## src/rtl/pet2001_char_shifter_if.sv

```systemverilog
// rtl/pet2001_char_shifter_if.sv - CRTC-compatible video timing bundle from timing source to char shifter
// The timing source drives every field; the character shifter only samples them on ce_1m.
interface pet2001_char_shifter_if;
  logic        vid_de;
  logic [13:0] vid_ma;
  logic [4:0]  vid_ra;
  logic        vid_hblank;
  logic        vid_vblank;
  logic        vid_hsync;
  logic        vid_vsync;
  logic        vid_cursor;

  modport master (
    output vid_de, vid_ma, vid_ra, vid_hblank, vid_vblank,
    output vid_hsync, vid_vsync, vid_cursor
  );

  modport slave (
    input vid_de, vid_ma, vid_ra, vid_hblank, vid_vblank,
    input vid_hsync, vid_vsync, vid_cursor
  );
endinterface

```

## src/rtl/pet2001_char_shifter.sv

```systemverilog
// rtl/pet2001_char_shifter.sv - PET 2001 character fetch pipeline and pixel shifter
// Three ce_1m stages (vram fetch, char ROM fetch, shifter load); sync/blank ride along to stay pixel-aligned.
module pet2001_char_shifter #(
  parameter int VADDR_W  = 11,
  parameter int PIPE_DLY = 2
) (
  input  logic                   clk,
  input  logic                   reset_n,
  input  logic                   ce_1m,
  input  logic                   ce_8m,
  pet2001_char_shifter_if.slave  vid,
  input  logic                   video_blank,
  input  logic                   video_gfx,
  input  logic [7:0]             vram_data,
  input  logic [7:0]             crom_data,
  output logic [VADDR_W-1:0]     vram_addr,
  output logic [10:0]            crom_addr,
  output logic                   pix,
  output logic                   pix_de,
  output logic                   pix_hblank,
  output logic                   pix_vblank,
  output logic                   pix_hsync,
  output logic                   pix_vsync,
  output logic                   ce_err
);

  logic [VADDR_W-1:0]  r_vram_addr;
  logic [10:0]         r_crom_addr;
  logic [PIPE_DLY-1:0] r_vld;

  logic       r_de_s1, r_cur_s1, r_hb_s1, r_vb_s1, r_hs_s1, r_vs_s1;
  logic [2:0] r_ra_s1;
  logic       r_de_s2, r_inv_s2, r_hb_s2, r_vb_s2, r_hs_s2, r_vs_s2;

  logic       r_pix_de, r_pix_hb, r_pix_vb, r_pix_hs, r_pix_vs;
  logic [7:0] r_sr;

  logic [3:0] r_cnt;
  logic       r_win_open;
  logic       r_ce_err;

  logic       w_load_ok;
  logic [7:0] w_glyph;
  logic       w_unused;

  assign w_load_ok = r_de_s2 && r_vld[PIPE_DLY-1] && !video_blank;
  assign w_glyph   = crom_data ^ {8{r_inv_s2}};
  assign w_unused  = ^{vid.vid_ma[13:VADDR_W], vid.vid_ra[4:3]};

  // Fetch pipeline: S1 samples the timing source, S2 forms the ROM address, S3 emits aligned syncs.
  always_ff @(posedge clk or negedge reset_n) begin
    if (!reset_n) begin
      r_vram_addr <= '0;
      r_crom_addr <= '0;
      r_vld       <= '0;
      r_de_s1     <= 1'b0;
      r_ra_s1     <= 3'd0;
      r_cur_s1    <= 1'b0;
      r_hb_s1     <= 1'b1;
      r_vb_s1     <= 1'b1;
      r_hs_s1     <= 1'b0;
      r_vs_s1     <= 1'b0;
      r_de_s2     <= 1'b0;
      r_inv_s2    <= 1'b0;
      r_hb_s2     <= 1'b1;
      r_vb_s2     <= 1'b1;
      r_hs_s2     <= 1'b0;
      r_vs_s2     <= 1'b0;
      r_pix_de    <= 1'b0;
      r_pix_hb    <= 1'b1;
      r_pix_vb    <= 1'b1;
      r_pix_hs    <= 1'b0;
      r_pix_vs    <= 1'b0;
    end else if (ce_1m) begin
      r_vram_addr <= vid.vid_ma[VADDR_W-1:0];
      r_vld       <= {r_vld[PIPE_DLY-2:0], 1'b1};
      r_de_s1     <= vid.vid_de;
      r_ra_s1     <= vid.vid_ra[2:0];
      r_cur_s1    <= vid.vid_cursor;
      r_hb_s1     <= vid.vid_hblank;
      r_vb_s1     <= vid.vid_vblank;
      r_hs_s1     <= vid.vid_hsync;
      r_vs_s1     <= vid.vid_vsync;

      r_crom_addr <= {video_gfx, vram_data[6:0], r_ra_s1};
      r_inv_s2    <= vram_data[7] ^ r_cur_s1;
      r_de_s2     <= r_de_s1 && r_vld[0];
      r_hb_s2     <= r_hb_s1;
      r_vb_s2     <= r_vb_s1;
      r_hs_s2     <= r_hs_s1;
      r_vs_s2     <= r_vs_s1;

      r_pix_de    <= r_de_s2;
      r_pix_hb    <= r_hb_s2;
      r_pix_vb    <= r_vb_s2;
      r_pix_hs    <= r_hs_s2;
      r_pix_vs    <= r_vs_s2;
    end
  end

  // Load on the slot edge takes priority over the coincident pixel shift.
  always_ff @(posedge clk or negedge reset_n) begin
    if (!reset_n) begin
      r_sr <= 8'h00;
    end else if (ce_1m) begin
      r_sr <= w_load_ok ? w_glyph : 8'h00;
    end else if (ce_8m) begin
      r_sr <= {r_sr[6:0], 1'b0};
    end
  end

  // The ce_8m that coincides with ce_1m opens the next window, so a healthy window holds exactly 8.
  always_ff @(posedge clk or negedge reset_n) begin
    if (!reset_n) begin
      r_cnt      <= 4'd0;
      r_win_open <= 1'b0;
      r_ce_err   <= 1'b0;
    end else if (ce_1m) begin
      if (r_win_open && (r_cnt != 4'd8)) begin
        r_ce_err <= 1'b1;
      end
      r_cnt      <= {3'd0, ce_8m};
      r_win_open <= 1'b1;
    end else if (ce_8m && (r_cnt != 4'hF)) begin
      r_cnt <= r_cnt + 4'd1;
    end
  end

  assign vram_addr  = r_vram_addr;
  assign crom_addr  = r_crom_addr;
  assign pix        = r_sr[7];
  assign pix_de     = r_pix_de;
  assign pix_hblank = r_pix_hb;
  assign pix_vblank = r_pix_vb;
  assign pix_hsync  = r_pix_hs;
  assign pix_vsync  = r_pix_vs;
  assign ce_err     = r_ce_err;

endmodule

```

## src/flat_wrapper.sv

```systemverilog
// flat-port wrapper written by rule: the top's interface ports become plain ports
module pet2001_char_shifter_flat 
#(
  parameter int VADDR_W  = 11,
  parameter int PIPE_DLY = 2
)
  (clk, reset_n, ce_1m, ce_8m, video_blank, video_gfx, vram_data, crom_data, vram_addr, crom_addr, pix, pix_de, pix_hblank, pix_vblank, pix_hsync, pix_vsync, ce_err, vid_vid_de, vid_vid_ma, vid_vid_ra, vid_vid_hblank, vid_vid_vblank, vid_vid_hsync, vid_vid_vsync, vid_vid_cursor);
  pet2001_char_shifter_if vid_i ();
  input  logic clk;
  input  logic reset_n;
  input  logic ce_1m;
  input  logic ce_8m;
  input  logic video_blank;
  input  logic video_gfx;
  input  logic [7:0] vram_data;
  input  logic [7:0] crom_data;
  output logic [VADDR_W-1:0] vram_addr;
  output logic [10:0] crom_addr;
  output logic pix;
  output logic pix_de;
  output logic pix_hblank;
  output logic pix_vblank;
  output logic pix_hsync;
  output logic pix_vsync;
  output logic ce_err;
  input wire logic [$bits(vid_i.vid_de)-1:0] vid_vid_de;
  input wire logic [$bits(vid_i.vid_ma)-1:0] vid_vid_ma;
  input wire logic [$bits(vid_i.vid_ra)-1:0] vid_vid_ra;
  input wire logic [$bits(vid_i.vid_hblank)-1:0] vid_vid_hblank;
  input wire logic [$bits(vid_i.vid_vblank)-1:0] vid_vid_vblank;
  input wire logic [$bits(vid_i.vid_hsync)-1:0] vid_vid_hsync;
  input wire logic [$bits(vid_i.vid_vsync)-1:0] vid_vid_vsync;
  input wire logic [$bits(vid_i.vid_cursor)-1:0] vid_vid_cursor;
  assign vid_i.vid_de = vid_vid_de;
  assign vid_i.vid_ma = vid_vid_ma;
  assign vid_i.vid_ra = vid_vid_ra;
  assign vid_i.vid_hblank = vid_vid_hblank;
  assign vid_i.vid_vblank = vid_vid_vblank;
  assign vid_i.vid_hsync = vid_vid_hsync;
  assign vid_i.vid_vsync = vid_vid_vsync;
  assign vid_i.vid_cursor = vid_vid_cursor;
  pet2001_char_shifter #(.VADDR_W(VADDR_W), .PIPE_DLY(PIPE_DLY)) u_core (.clk(clk), .reset_n(reset_n), .ce_1m(ce_1m), .ce_8m(ce_8m), .vid(vid_i), .video_blank(video_blank), .video_gfx(video_gfx), .vram_data(vram_data), .crom_data(crom_data), .vram_addr(vram_addr), .crom_addr(crom_addr), .pix(pix), .pix_de(pix_de), .pix_hblank(pix_hblank), .pix_vblank(pix_vblank), .pix_hsync(pix_hsync), .pix_vsync(pix_vsync), .ce_err(ce_err));
endmodule
```

## config.mk

```make
export PLATFORM = sky130hd
export DESIGN_NAME = pet2001_char_shifter_flat
export DESIGN_NICKNAME = d
export VERILOG_FILES = /design/src/rtl/pet2001_char_shifter_if.sv /design/src/rtl/pet2001_char_shifter.sv /design/src/flat_wrapper.sv
export SDC_FILE = /design/constraint.sdc
export NUM_CORES = 1
export LEC_CHECK = 0
export ABC_AREA = 1
export CORE_AREA = 2 2 66 131
export CTS_BUF_LIST = sky130_fd_sc_hd__clkbuf_8
export DETAILED_ROUTE_END_ITERATION = 16
export DIE_AREA = 0 0 68 133
export DONT_BUFFER_PORTS = 1
export GPL_TIMING_DRIVEN = 0
export PLACE_DENSITY = 0.55
export SYNTH_ARGS = -nofsm -noshare
export SYNTH_HDL_FRONTEND = slang
export SYNTH_SLANG_ARGS = --single-unit
```

## constraint.sdc

```tcl
create_clock -name clk -period 1.25 [get_ports clk]
set_clock_uncertainty 0.15 [all_clocks]
set_input_delay 0.25 -clock clk [delete_from_list [all_inputs] [get_ports clk]]
set_output_delay 0.25 -clock clk [all_outputs]
set_load 0.01 [all_outputs]
```

======== Yosys cells after proc, flatten, opt, wreduce, memory -nomap -nowiden ========
Cells that the tools add are included.
storage, ports and cells
  bits in registers ....................... 58
  input bits .............................. 47
  logic and storage cells ................. 44
operators by class
  muxes and demuxes ....................... 5
  $add $sub $neg .......................... 1
  equality and inequality tests ........... 2
  reductions and logical operators ........ 9
  bitwise operators ....................... 2
operator list
  kind                 number
  $mux 8               3
  $mux 4               2
  $ne 4x4->1 const B   2
  $xor 8x8->8          1
  $logic_and 1x1->1    5
  $add 4x1->4 const B  1
  $reduce_bool 2->1    2
  $reduce_and 2->1     1
  $logic_not 1->1      1
  $xor 1x1->1          1

======== Depth between registers and ports, before layout ========
Gate-level depths: netlist of run 1.
  depth after elaboration ................. 4
  mapped depth ............................ 7
  gate-level depth less buffers ........... 7

======== Worst setup path after synthesis of run 1 ========
OpenSTA, ideal clock, no wires.
  kind .................................... reg2reg
  from .................................... register u_core.r_cnt[0]
  to ...................................... register u_core.r_cnt[3]
  clock period less this slack ............ 1,251 ps
  path slack .............................. -1 ps
  data arrival time ....................... 983 ps
  setup time .............................. 118 ps
  stages on the path, launching flop included .. 8
  required time ........................... 982 ps
  cells stage by stage .................... dfrtp_1 > ha_1 > nand3_1 > nand2_1 > nand2_1 > inv_1 > nand2_1 > nand2_1
between the ends
  word-level cells in the longest chain between the ends .. 3
  elaborated cells on any way between the ends .. 6
RTL lines
  element                                      line                                                      RTL
  from (decl)                                  pet2001_char_shifter.sv:38                                logic [3:0] r_cnt;
  from (signal assigned)                       pet2001_char_shifter.sv:122                               r_cnt <= {3'd0, ce_8m};
  from (signal assigned)                       pet2001_char_shifter.sv:125                               r_cnt <= r_cnt + 4'd1;
  $add 4x1->4 or $ne 4x4->1 (tied branches)    pet2001_char_shifter.sv:125, pet2001_char_shifter.sv:124
  $mux 4 or $logic_and 1x1->1 (tied branches)  pet2001_char_shifter.sv:124                               end else if (ce_8m && (r_cnt != 4'hF)) begin
  $mux 4 or $reduce_bool 2->1 (tied branches)  n/a
Parallel ways exist; a longest one is shown, timed or not. The select of a mux whose other input is x is not followed.
A chain may end at the register's enable or synchronous reset.

======== Worst setup path after layout of run 1 ========
  from .................................... register u_core.r_pix_vb, in the netlist u_core.pix_vblank
  to ...................................... output port pix_vblank
RTL lines
  element                 line                        RTL
  from (decl)             pet2001_char_shifter.sv:35  logic r_pix_de, r_pix_hb, r_pix_vb, r_pix_hs, r_pix_vs;
  from (signal assigned)  pet2001_char_shifter.sv:95  r_pix_vb <= r_vb_s2;
  to (decl)               flat_wrapper.sv:22          output logic pix_vblank;
No word-level cell between the ends.

==> flow_metrics.tcl, run 1 <==
set metrics [dict create \
    multi_input_area_um2 872 \
    avgSynthCellArea_um2 8.94 \
    yosysTopAreaCell "sky130_fd_sc_hd__dfrtp_1" \
    route.detailed.drc 0 \
    hold_class "in2async" \
    avgRoutedWirePerCell_um 12.9 \
    io_pins 76 \
    fmax_ghz 0.772 \
    synth_sequential_area_ratio_pct 60.7 \
    route.final.wire_length_um 5460 \
    hold_ws_ps -546 \
    num-nets-final 368 \
    grt_overflow_total 0 \
    final_slew_violations 0 \
    post_syn_area_um2 2360 \
    tritoncts "yes" \
    fp.dieW_um 68 \
    clockBufferDepth 2 \
    postRouteAntennaNets 0 \
    die_area_um2 9040 \
    number_of_global_route_vias_before_repair 1887 \
    insertedDiodeCount 0 \
    max_slew_margin_pct 67.2 \
    layout.area.seq_um2 1430 \
    total_nets_after_synthesis 313 \
    clk-insertion-delay-late_ps 340 \
    max_cap_viols 0 \
    power.density_cell_area_nw_per_um2 1360 \
    cts_made_buffers 9 \
    area_contributors_post_synth "sky130_fd_sc_hd__dfrtp_1 (54%), sky130_fd_sc_hd__nand2_1 (20%), sky130_fd_sc_hd__dfstp_2 (6.7%)" \
    hold_violations 57 \
    standby_leakage_power_nw 1.55 \
    antenna_found_initial 0 \
    violations "hold timing, setup timing" \
    detailedRoute.firstIterationViolations 123 \
    worst_ir_drop_vdd_mv 0.767 \
    period_share_pct 104 \
    dp_hpwl_um 3510 \
    io_buffer_count 0 \
    routed-via-count 1886 \
    worst_ep_required_time_ps 850 \
    status "complete, but fails checks" \
    viasPerCell 4.47 \
    synth_enable_flop_cells 0 \
    grt_max_degree 58 \
    track_usage_pct 12.7 \
    worst_setup_path_end_kind "output port" \
    setup_ws_ps -44.6 \
    areaGrowthSynthToFinish_pct 33.9 \
    setup_viol 4 \
    initial_utilization_pct 29.1 \
    detail_route.first_pass.iterations 5 \
    final.fill_count 801 \
    yosys_most_used_dff "sky130_fd_sc_hd__dfrtp_1" \
    yosysTopAreaCellShare_pct 54.1 \
    synth.lib_cells_used.distinct 22 \
    clock_tree.htree_level_count 3 \
    timing.critical_path.from_type "flop" \
    clk_root_buffer_cell "sky130_fd_sc_hd__clkbuf_8" \
    global_route_wire_length_before_repair_um 8450 \
    place.gp.congestion 0.772 \
    period_minus_slack_ps 1290 \
    worst-slew-pin-transition_ps 492 \
    synthCells 264 \
    path_clk_slew_ps 60 \
    start_to_end_type_of_the_worst_setup_path "reg2out" \
    synth.ff_latch_count 57 \
    die-height_um 133 \
    unrepaired_setup_endpoints_after_global_routing "true" \
    rows 47 \
    maximum_net_fanout_on_the_critical_path 2 \
    synthMostInstantiatedCell "sky130_fd_sc_hd__nand2_1" \
    synth_top_cells_by_count "sky130_fd_sc_hd__nand2_1 (124), sky130_fd_sc_hd__dfrtp_1 (51), sky130_fd_sc_hd__o21ai_0 (20)" \
    yosys_synthesis_warning_count 0 \
    floorplan.core_area_um2 8120 \
    cts_sink_count 57 \
    synthArstFlopShare_pct 100 \
    ctsHoldBuffers 38 \
    drive_gt1_share_pct 15.7 \
    utilization_pct 39.0 \
    timing.critical_path.arrival_ps 890 \
]
worst paths after layout:
path / cells past startpoint / from / slack, ps / endpoint
min in group clk: 3 / ce_8m / 50 / u_core.r_sr[0]$_DFFE_PN0P_
setup / recovery: 0 / u_core.pix_vblank$_DFFE_PN1P_ / -40 / pix_vblank
setup reg to reg: 7 / u_core.r_cnt[0]$_DFFE_PN0P_ / -20 / u_core.r_cnt[3]$_DFFE_PN0P_
hold reg to reg: 2 / u_core.r_hb_s1$_DFFE_PN1P_ / 320 / u_core.r_hb_s1$_DFFE_PN1P_
hold / removal: 0 / reset_n / -550 / u_core.r_cnt[1]$_DFFE_PN0P_
max in group asynchronous: 0 / reset_n / 1310 / u_core.r_vb_s2$_DFFE_PN1P_
cell type report:
type	count	area share, %
clock inverters	3	0.435
multi-input cells	183	27.6
clock buffers	13	5.66
flip-flops and latches	57	45.4
plain buffers	11	1.66
inverters	13	1.58
repair buffers	44	13.9
well taps	98	3.88
cells by family (layout without fill, tap and decap cells):
family / after synthesis / after routing / share of synthesized area (%)
adder cells (fa/ha/maj): 2 / 2 / 1.06
XOR/XNOR: 9 / 9 / 3.34
flip-flops: 57 / 57 / 60.7
AND/OR/NAND/NOR: 141 / 141 / 23.7
AO/OA/AOI/OAI: 31 / 31 / 6.78
buffers and inverters: 24 / 84 / 4.35
cells in the final DEF (no fill, tap or decap), types with 3 or more instances in the layout:
cell                            count
sky130_fd_sc_hd__nand2_1          122
sky130_fd_sc_hd__dfrtp_1           51
sky130_fd_sc_hd__dlygate4sd3_1     38
sky130_fd_sc_hd__o21ai_0           19
sky130_fd_sc_hd__clkbuf_8          13
sky130_fd_sc_hd__inv_1             10
sky130_fd_sc_hd__xor2_1             8
sky130_fd_sc_hd__nor2_1             7
sky130_fd_sc_hd__buf_4              6
sky130_fd_sc_hd__buf_2              6
sky130_fd_sc_hd__a21oi_1            6
sky130_fd_sc_hd__dfstp_2            6
sky130_fd_sc_hd__clkbuf_1           4
sky130_fd_sc_hd__inv_2              3
sky130_fd_sc_hd__clkinv_2           3
sky130_fd_sc_hd__a21oi_2            3
worst register-to-register path, delay by kind of cell (launching register included):
family / cells / cell delay (ps)
simple gates: 5 / 350
buf+inv: 1 / 40
flops: 1 / 410
fa+ha+maj: 1 / 220
per-stage QoR:
| stage | setup TNS [ps] | instances | area (µm²) | setup WS (ps) | power [mW] |
|---|---|---|---|---|---|
| floorplan | 0 | 264 | 2360 | 30.0 | 2.46 |
| global placement | -247 | 362 | 2490 | -53.2 | 2.53 |
| detailed placement | -598 | 362 | 2490 | -79.0 | 2.56 |
| CTS | -134 | 420 | 3090 | -68.9 | 4.34 |
| global route | -507 | 422 | 3160 | -96.5 | 4.54 |
| finish | -118 | 422 | 3160 | -44.6 | 4.29 |
timing repair:
action                     4_1_cts  5_1_grt
pin swaps                        1        6
resized for setup                2       13
setup buffers                    4        2
setup endpoints to repair        6       15
hold endpoints to repair        97       57
per-layer routing:
| metal | up-vias | GRT usage (%) | share of wire (%) |
|---|---|---|---|
| met4 | 0 | 7.22 | 3.0 |
| met2 | 69 | 19.4 | 48 |
| li1 | 931 | - | - |
| met3 | 15 | 5.19 | 8.0 |
| met5 | - | 0 | 0 |
| met1 | 871 | 14.4 | 41 |
report_power, final:
part,switching [mW],leakage [nW],internal (mW)
Clock,0.699,0.107,0.921
Combinational,0.251,0.753,0.238
Sequential,0.148,0.689,2.03
sequential cells by signal, summed over array words and instances, names as in the netlist, 2 cells and up:
signal and flops:
u_core.crom_addr 11, u_core.r_cnt 4, u_core.r_ra_s1 3, u_core.r_sr 8, u_core.r_vld 2, u_core.vram_addr 11
No activity file was read; power rests on OpenSTA's default activity.
==> run 2, diff against run 1 <==
PLACE_DENSITY = 0.54   (was 0.55)
clock period = 1.2 ns   (was 1.25 ns; I/O delays follow)
==> flow_metrics.tcl, run 2 (same netlist as run 1, synthesis figures left out) <==
set metrics [dict create \
    unrepaired_setup_endpoints_after_global_routing "true" \
    drive_gt1_share_pct 23.9 \
    critPathLaunch "u_core.pix_hblank$_DFFE_PN1P_" \
    detail_route.first_pass.iterations 4 \
    avgRoutedWirePerCell_um 13.9 \
    regToRegStartpoint "u_core.r_cnt[1]$_DFFE_PN0P_" \
    insertedDiodeCount 0 \
    grt_overflow_total 0 \
    die-height_um 133 \
    rows 47 \
    die_area_um2 9040 \
    critPathCapture "pix_hblank" \
    ctsHoldBuffers 38 \
    power_switching_share_pct 25.5 \
    hold_ws_ps -560 \
    initial_utilization_pct 29.1 \
    setup_ws_ps -96.5 \
    max_slew_margin_pct 68.3 \
    utilization_pct 41.7 \
    dp_hpwl_um 3630 \
    timing.rr.end "u_core.r_cnt[3]$_DFFE_PN0P_" \
    r2r.worst_path.cells 7 \
    worst_ep_required_time_ps 810 \
    io_pins 76 \
    groute.layer.met1.usage_pct 14.9 \
    clockBufferDepth 2 \
    worst-slew-pin-transition_ps 475 \
    timing.critical_path.arrival_ps 910 \
    period_minus_slack_ps 1300 \
    detailedRoute.firstIterationViolations 71 \
    mostFrequentLayoutCell "sky130_fd_sc_hd__nand2_1" \
    grt_util_met3_pct 5.02 \
    number_of_global_route_vias_before_repair 2071 \
    tritoncts "yes" \
    worst_setup_path_end_kind "output port" \
    viasPerCell 4.53 \
    period_share_pct 108 \
    path_clk_slew_ps 70 \
    track_usage_pct 13.7 \
    io_buffer_count 0 \
    route.detailed.drc 0 \
    power.density_cell_area_nw_per_um2 1470 \
    clk_root_buffer_cell "sky130_fd_sc_hd__clkbuf_8" \
    rrSetupSlack_ps -60 \
    hold_violations 57 \
    postRouteAntennaNets 0 \
    routed-via-count 1924 \
    hold_class "in2async" \
    global_route_wire_length_before_repair_um 9180 \
    start_to_end_type_of_the_worst_setup_path "reg2out" \
    p_int_mw 3.69 \
    place_ws_ps -128 \
    grt_max_degree 58 \
    violations "hold timing, setup timing" \
    mostFrequentLayoutCells "sky130_fd_sc_hd__nand2_1 (113), sky130_fd_sc_hd__dfrtp_1 (51), sky130_fd_sc_hd__dlygate4sd3_1 (38), sky130_fd_sc_hd__o21ai_0 (19), sky130_fd_sc_hd__clkbuf_8 (11)" \
    route.final.wire_length_um 5890 \
    clk-insertion-delay-late_ps 340 \
    worstSetupPathDepth 0 \
    fp.dieW_um 68 \
    max_cap_viols 0 \
    switchingPower_mw 1.26 \
    maximum_net_fanout_on_the_critical_path 2 \
    standby_leakage_power_nw 1.64 \
    final_slew_violations 0 \
    fmax_ghz 0.771 \
    timing.critical_path.from_type "flop" \
    num-nets-final 371 \
    layoutNonFillerInstCount 425 \
    status "complete, but fails checks" \
    clock_power_share_pct 41.1 \
    cts_sink_count 57 \
    pwr-share-comb_pct 12.9 \
    areaGrowthSynthToFinish_pct 43.2 \
    clock_tree.htree_level_count 3 \
    antenna_found_initial 0 \
    place.gp.congestion 0.755 \
    grt_util_met2_pct 22.9 \
    worst_ir_drop_vdd_mv 0.876 \
    number_of_cells_after_detailed_placement 362 \
    top_usage_layer "met2" \
    seqPwrFrac_pct 45.9 \
    setup_viol 6 \
    floorplan.core_area_um2 8120 \
    cts_made_buffers 9 \
]
-- run 2: cell count changes in the layout (fill, tap and decap cells not counted), sizes merged --
cell and delta:
buf +3, bufinv +2, clkbuf -2, clkinvlp +1, inv -1
-- run 2: worst min-delay path by stage --
stage / depth (start not counted) / end
finish: 0 / u_core.r_de_s1$_DFFE_PN0P_
global route: 0 / u_core.vram_addr[1]$_DFFE_PN0P_
CTS: 0 / u_core.pix_vsync$_DFFE_PN0P_
detailed placement: 0 / u_core.r_sr[5]$_DFFE_PN0P_
global placement: 0 / u_core.r_cnt[2]$_DFFE_PN0P_
floorplan: 0 / u_core.ce_err$_DFFE_PN0P_
-- run 2: area by class of cell --
class,instances,area [µm²]
tap,98,123
fill,787,4730
sequential,57,1430
timing repair buffer,47,464
clock buffer,11,151
clock inverter,5,77.6
buffer,11,62.6
multi-input combinational,183,1020
inverter,13,52.6
-- run 2: through the flow --
| step | hold WS (ps) | TNS [ps] | total power [mW] | area (µm²) |
|---|---|---|---|---|
| 4_1_cts | -584 | -397 | 4.95 | 3270 |
| 6_report | -560 | -335 | 4.96 | 3380 |
| 3_3_place_gp | -203 | -621 | 2.64 | 2500 |
| 5_1_grt | -590 | -763 | 5.21 | 3380 |
| 2_1_floorplan | -206 | 0 | 2.56 | 2370 |
| 3_5_place_dp | -203 | -1330 | 2.67 | 2500 |
-- run 2: repair_timing --
item / CTS / global route
cloned: 0 / 0
hold endpoints to repair: 97 / 57
setup buffers: 7 / 2
setup endpoints to repair: 13 / 15
resized for setup: 23 / 25
pin swaps: 12 / 8
-- run 2: per-layer routing --
| metal | vias up | wire (µm) |
|---|---|---|
| met3 | 10 | 372 |
| met4 | 0 | 144 |
| met1 | 916 | 2320 |
| li1 | 932 | - |
| met5 | - | 0 |
| met2 | 66 | 3060 |
-- run 2: power groups by stage --
stage | combinational, mW | clock (mW) | sequential [mW]
global route | 0.713 | 2.20 | 2.30
detailed placement | 0.359 | 0 | 2.31
global placement | 0.339 | 0 | 2.30
finish | 0.642 | 2.04 | 2.28
floorplan | 0.285 | 0 | 2.28
CTS | 0.564 | 2.12 | 2.27
==> run 3, diff against run 2 <==
TNS_END_PERCENT = 100   (was unset)
==> results of run 3 <==
The final DEF is identical to that of run 2; final timing and power are the same.
